`src/rtl/control_unit_pkg.sv`:
```
// Shared constants and types for the 8-bit RISC control unit:
// opcodes, ALU and write-data select codes, FSM states, decode bundle.
package control_unit_pkg;

    localparam logic [3:0] OP_NOP  = 4'h0;
    localparam logic [3:0] OP_ADD  = 4'h1;
    localparam logic [3:0] OP_SUB  = 4'h2;
    localparam logic [3:0] OP_AND  = 4'h3;
    localparam logic [3:0] OP_OR   = 4'h4;
    localparam logic [3:0] OP_MOV  = 4'h5;
    localparam logic [3:0] OP_LDI  = 4'h6;
    localparam logic [3:0] OP_BEQZ = 4'h7;
    localparam logic [3:0] OP_JMP  = 4'h8;
    localparam logic [3:0] OP_HALT = 4'hF;

    localparam logic [2:0] ALU_ADD    = 3'd0;
    localparam logic [2:0] ALU_SUB    = 3'd1;
    localparam logic [2:0] ALU_AND    = 3'd2;
    localparam logic [2:0] ALU_OR     = 3'd3;
    localparam logic [2:0] ALU_PASS_B = 3'd4;

    localparam logic [1:0] WSEL_ALU  = 2'd0;
    localparam logic [1:0] WSEL_IMM  = 2'd1;
    localparam logic [1:0] WSEL_REG2 = 2'd2;

    typedef enum logic [2:0] {
        ST_INIT,
        ST_FETCH,
        ST_DECODE,
        ST_FETCH_IMM,
        ST_EXEC,
        ST_WB,
        ST_HALT
    } state_e;

    typedef struct packed {
        logic [2:0] alu_op;
        logic [1:0] wdata_sel;
        logic       needs_imm;
        logic       writes_rf;
        logic       is_branch;
        logic       is_jmp;
        logic       is_halt;
    } dec_t;

    function automatic logic [3:0] opcode(input logic [7:0] ir);
        return ir[7:4];
    endfunction

endpackage

```
`src/rtl/control_unit_instr_decode.sv`:
```
// Combinational opcode decode of the instruction register.
// Illegal opcodes 9..E fall through to the all-zero (NOP) bundle.
module control_unit_instr_decode
    import control_unit_pkg::*;
(
    input  logic [7:0] ir_i,
    output dec_t       dec_o
);

    always_comb begin
        dec_o = '0;
        unique case (opcode(ir_i))
            OP_ADD: begin
                dec_o.alu_op    = ALU_ADD;
                dec_o.writes_rf = 1'b1;
            end
            OP_SUB: begin
                dec_o.alu_op    = ALU_SUB;
                dec_o.writes_rf = 1'b1;
            end
            OP_AND: begin
                dec_o.alu_op    = ALU_AND;
                dec_o.writes_rf = 1'b1;
            end
            OP_OR: begin
                dec_o.alu_op    = ALU_OR;
                dec_o.writes_rf = 1'b1;
            end
            OP_MOV: begin
                dec_o.alu_op    = ALU_PASS_B;
                dec_o.wdata_sel = WSEL_REG2;
                dec_o.writes_rf = 1'b1;
            end
            OP_LDI: begin
                dec_o.wdata_sel = WSEL_IMM;
                dec_o.needs_imm = 1'b1;
                dec_o.writes_rf = 1'b1;
            end
            OP_BEQZ: begin
                dec_o.alu_op    = ALU_PASS_B;
                dec_o.needs_imm = 1'b1;
                dec_o.is_branch = 1'b1;
            end
            OP_JMP: begin
                dec_o.needs_imm = 1'b1;
                dec_o.is_jmp    = 1'b1;
            end
            OP_HALT: dec_o.is_halt = 1'b1;
            default: dec_o = '0;
        endcase
    end

endmodule

```
`src/rtl/control_unit.sv`:
```
// Multi-cycle control FSM: fetches instruction bytes, sequences the
// 4x8 register file and drives ALU op, write-data select and PC.
module control_unit
    import control_unit_pkg::*;
#(
    parameter int              PC_W     = 8,
    parameter logic [PC_W-1:0] RESET_PC = '0
) (
    input  logic            clk,
    input  logic            reset,
    input  logic            instr_valid,
    input  logic [7:0]      instr,
    output logic            instr_ready,
    output logic [PC_W-1:0] pc,
    input  logic            alu_zero,
    output logic [2:0]      alu_op,
    output logic            rf_reset,
    output logic            rf_we,
    output logic [1:0]      reg1,
    output logic [1:0]      reg2,
    output logic [1:0]      wreg,
    output logic [1:0]      wdata_sel,
    output logic [7:0]      imm,
    output logic            halted
);

    state_e          state_q, state_d;
    logic [PC_W-1:0] pc_q, pc_d;
    logic [7:0]      ir_q, ir_d;
    logic [7:0]      imm_q, imm_d;
    logic            in_instr;
    dec_t            dec;

    control_unit_instr_decode u_instr_decode (
        .ir_i  (ir_q),
        .dec_o (dec)
    );

    always_ff @(posedge clk or posedge reset) begin
        if (reset) begin
            state_q <= ST_INIT;
            pc_q    <= RESET_PC;
            ir_q    <= '0;
            imm_q   <= '0;
        end else begin
            state_q <= state_d;
            pc_q    <= pc_d;
            ir_q    <= ir_d;
            imm_q   <= imm_d;
        end
    end

    always_comb begin
        state_d     = state_q;
        pc_d        = pc_q;
        ir_d        = ir_q;
        imm_d       = imm_q;
        instr_ready = 1'b0;
        rf_reset    = 1'b0;
        rf_we       = 1'b0;
        halted      = 1'b0;
        in_instr    = 1'b0;
        unique case (state_q)
            ST_INIT: begin
                rf_reset = 1'b1;
                state_d  = ST_FETCH;
            end
            ST_FETCH: begin
                instr_ready = 1'b1;
                if (instr_valid) begin
                    ir_d    = instr;
                    pc_d    = pc_q + PC_W'(1);
                    state_d = ST_DECODE;
                end
            end
            ST_DECODE: begin
                in_instr = 1'b1;
                if (dec.is_halt) begin
                    state_d = ST_HALT;
                end else if (dec.needs_imm) begin
                    state_d = ST_FETCH_IMM;
                end else begin
                    state_d = ST_EXEC;
                end
            end
            ST_FETCH_IMM: begin
                in_instr    = 1'b1;
                instr_ready = 1'b1;
                if (instr_valid) begin
                    imm_d   = instr;
                    pc_d    = pc_q + PC_W'(1);
                    state_d = ST_EXEC;
                end
            end
            ST_EXEC: begin
                in_instr = 1'b1;
                if (dec.is_jmp || (dec.is_branch && alu_zero)) begin
                    pc_d = PC_W'(imm_q);
                end
                state_d = dec.writes_rf ? ST_WB : ST_FETCH;
            end
            ST_WB: begin
                in_instr = 1'b1;
                rf_we    = 1'b1;
                state_d  = ST_FETCH;
            end
            ST_HALT: halted = 1'b1;
            default: state_d = ST_INIT;
        endcase
    end

    // Datapath selects are only meaningful while an instruction is in flight.
    always_comb begin
        reg1      = '0;
        reg2      = '0;
        wreg      = '0;
        alu_op    = '0;
        wdata_sel = '0;
        if (in_instr) begin
            reg1      = ir_q[3:2];
            reg2      = dec.is_branch ? ir_q[3:2] : ir_q[1:0];
            wreg      = ir_q[3:2];
            alu_op    = dec.alu_op;
            wdata_sel = dec.wdata_sel;
        end
    end

    assign pc  = pc_q;
    assign imm = imm_q;

endmodule
```
`config.mk`:
```
export PLATFORM = sky130hd
export DESIGN_NAME = control_unit
export DESIGN_NICKNAME = d
export VERILOG_FILES = /design/src/rtl/control_unit_pkg.sv /design/src/rtl/control_unit_instr_decode.sv /design/src/rtl/control_unit.sv
export SDC_FILE = /design/constraint.sdc
export NUM_CORES = 1
export LEC_CHECK = 0
export CAP_MARGIN = 10
export CORE_ASPECT_RATIO = 0.7
export CORE_MARGIN = 3
export CORE_UTILIZATION = 51
export DETAILED_ROUTE_END_ITERATION = 8
export MAX_ROUTING_LAYER = met4
export PLACE_DENSITY_LB_ADDON = 0.15
export SLEW_MARGIN = 0
export SYNTH_ARGS = -nofsm -noshare
export SYNTH_HDL_FRONTEND = slang
export SYNTH_SLANG_ARGS = --single-unit
```
`constraint.sdc`:
```
create_clock -name clk -period 4.2 [get_ports clk]
set_input_delay 0.63 -clock clk [delete_from_list [all_inputs] [get_ports clk]]
set_output_delay 0.63 -clock clk [all_outputs]
set_load 0.01 [all_outputs]
```
==> flow_metrics.py <==
metrics = {
    "run_status": {
        "status": "finished, final reports clean",
    },
    "route": {
        "num_vias": 1323,
        "drcViolationCount": 0,
        "ant_nets": 0,
        "drt_iter0_drc": 87,
        "via_per_inst": 5.96,
        "wl_mm": 3.82,
        "wl_per_cell_um": 17.2,
        "dr.pass1.iters": 4,
    },
    "cts": {
        "cts_setup_buffers": 0,
        "clock_latency_ns": 0.28,
        "postCtsResizedCells": 0,
        "root_buffer": "clkbuf_8",
        "cts_buffer_depth": 2,
        "cts_tree": "done",
        "cts_max_level": 1,
        "hold_buffers": 0,
        "clk_pin_slew_ns": 0.10,
        "numCtsBuffers": 3,
        "cts_sinks": 27,
    },
    "die": {
        "die_height_um": 52.4,
        "design.core.area_sq_um": 2860,
        "io-pin-count": 43,
        "dieArea_sq_um": 3780,
        "die_width_um": 72.2,
        "core.rowCount": 16,
        "start_util_pct": 54.7,
    },
    "sta": {
        "setup_viol": 0,
        "rsz0062_at_grt": "false",
        "setup-tns-final_ns": 0,
        "slew_violations": 0,
        "worst_slew_pin_slew_ns": 1.02,
        "hold_viol_final": 0,
        "relSlewSlack_pct": 31.6,
        "max_freq_mhz": 345,
        "min_period_ns": 2.90,
        "fin_worst_skew_ns": 0.00620,
        "fin_crit_sh_pct": 69.0,
    },
    "pwr": {
        "leakagePower_nw": 0.784,
        "ir_worst_vdd_mv": 0.413,
        "power_density_nw_per_um2": 782,
    },
    "finish": {
        "area_delta_synth_final_pct": 29.4,
        "antenna_cells": 0,
        "finish.utilization_pct": 70.8,
        "finalNetCount": 201,
        "multi_input_area_sq_um": 812,
        "layout-drive-gt1-share_pct": 15.6,
        "fillCellCount": 218,
        "seq_area_sq_um": 676,
        "layout.cells.non_filler": 222,
    },
    "worst_setup_path": {
        "crit_end": "alu_op[0]",
        "worstPathRequired_ns": 3.57,
        "cp.depth": 4,
        "rr_endpoint": "pc[1]",
        "reg2reg_slack_ns": 2.33,
        "r2r_cells": 4,
        "cp_top_family": "buffers and inverters",
        "critPathMaxFanout": 12,
        "crit_path_start_kind": "flip-flop",
        "cp_slowest_cell": "clkdlybuf4s50_1",
        "r2r_start": "ir_q[4]",
        "path_cells": "ha_1, nand2b_1, nor3_1, clkdlybuf4s50_1",
        "critPathKind": "reg2out",
        "setup.worst_path.start": "state_q[1]",
        "end_kind": "output port",
        "cp.arrival_ns": 2.27,
        "slowest_delay_ns": 0.59,
        "path_buf_inv": 1,
    },
    "placement": {
        "gp_congestion": 0.864,
        "dpl.hpwl_mm": 2.86,
        "port_buffers": 42,
        "dp_cells": 218,
    },
    "worst_hold_path": {
        "min-delay-path-class": "reg2reg",
    },
    "grt": {
        "track_usage_pct": 22.8,
        "antenna_found_initial": 0,
        "grt_max_degree": 28,
        "grt_pass1_wl_mm": 6.43,
        "grt_pass1_vias": 1308,
        "overflow": 0,
    },
    "job": {
        "drv_cap": 0,
    },
    "logic_synthesis": {
        "synth_top_area_share_pct": 43.2,
        "ys_seq_area_share_pct": 43.2,
        "yosys.area.top_type": "dfrtp_1",
        "syn_inst": 150,
        "ys_seq_elements": 27,
        "synth-edff-count": 0,
        "synth_warnings": 0,
        "synth_cell_type_count": 44,
        "syn_area_sq_um": 1570,
        "synth_commonest_cells": "dfrtp_1, mux2_2, nand2_1, a21oi_1, nand3_1",
        "syn_nets": 164,
        "synth_flop_cell": "dfrtp_1",
        "synthArstFlopShare_pct": 100,
        "synth.area.top_cells": "dfrtp_1, mux2_2, nand2_1",
        "synth.avg_cell_area_sq_um": 10.4,
        "yosysMostFrequentCell": "dfrtp_1",
    },
}
## cells by family (layout without fill, tap and decap cells)
family / Yosys count / count (layout) / synth area share (%)
AOI/OAI and AO/OA: 33 / 33 / 16.4
and+or+nand+nor: 54 / 54 / 21.1
muxes: 17 / 17 / 12.2
xor gates and xnor gates: 1 / 1 / 0.560
adders and majority gates: 2 / 2 / 1.60
buffers and inverters: 16 / 52 / 4.96
DFF: 27 / 27 / 43.2
## worst min-delay path by stage
stage,start,to,slack (ns),cells past startpoint
final,pc[7],pc[7],0.52,1
after CTS,pc[7],pc[7],0.52,1
after detailed placement,pc[7],pc[7],0.51,1
after global placement,ir_q[0],ir_q[0],0.49,1
after floorplan,ir_q[0],ir_q[0],0.48,1
after global routing,ir_q[1],ir_q[1],0.54,1
## cells in the final DEF (no fill, tap or decap), types with 3 or more instances in the layout
| cell | n |
|---|---|
| clkbuf_8 | 3 |
| nand2_1 | 12 |
| nand3_1 | 7 |
| clkdlybuf4s50_1 | 42 |
| o221a_1 | 3 |
| a21oi_1 | 7 |
| o221ai_1 | 3 |
| and4_1 | 4 |
| o21ai_0 | 5 |
| inv_1 | 6 |
| dfrtp_1 | 27 |
| mux2_2 | 17 |
| a31oi_1 | 3 |
| nor3_1 | 6 |
| nor2_1 | 5 |
## cell type report
type,count,area share [%]
Clock buffer,3,2.04
Clock inverter,1,0.432
Inverter,6,1.11
Multi-Input combinational cell,107,40.1
Sequential cell,27,33.4
Tap cell,36,2.22
Timing Repair Buffer,42,20.8
## per-stage QoR
step / hold slack (ns) / power [mW] / area [sq um] / worst slack, ns
after detailed placement: 0.509 / 1.42 / 1980 / 1.70
after global routing: 0.538 / 1.70 / 2030 / 1.24
after global placement: 0.495 / 1.39 / 1980 / 1.77
after floorplan: 0.481 / 1.05 / 1570 / 2.34
after CTS: 0.521 / 1.58 / 2030 / 1.37
final: 0.515 / 1.58 / 2030 / 1.30
## report_power, final
| part | internal (mW) | switching [mW] | leakage [nW] |
|---|---|---|---|
| clock | 0.0699 | 0.0918 | 0.0261 |
| combinational | 0.475 | 0.346 | 0.435 |
| sequential | 0.387 | 0.213 | 0.323 |
| total | 0.933 | 0.651 | 0.784 |
## state kept, by name, indices dropped and copies added, names as in the netlist
| name | cells |
|---|---|
| imm | 8 |
| ir_q | 8 |
| pc | 8 |
| state_q | 3 |
## metal layers
metal,share of wire (%),track usage [%]
met5,0,-
met3,5.6,6.13
met2,45,36.6
met1,49,29.2
met4,0.55,4.69
Note: power is estimated with default switching activity, not from simulation.
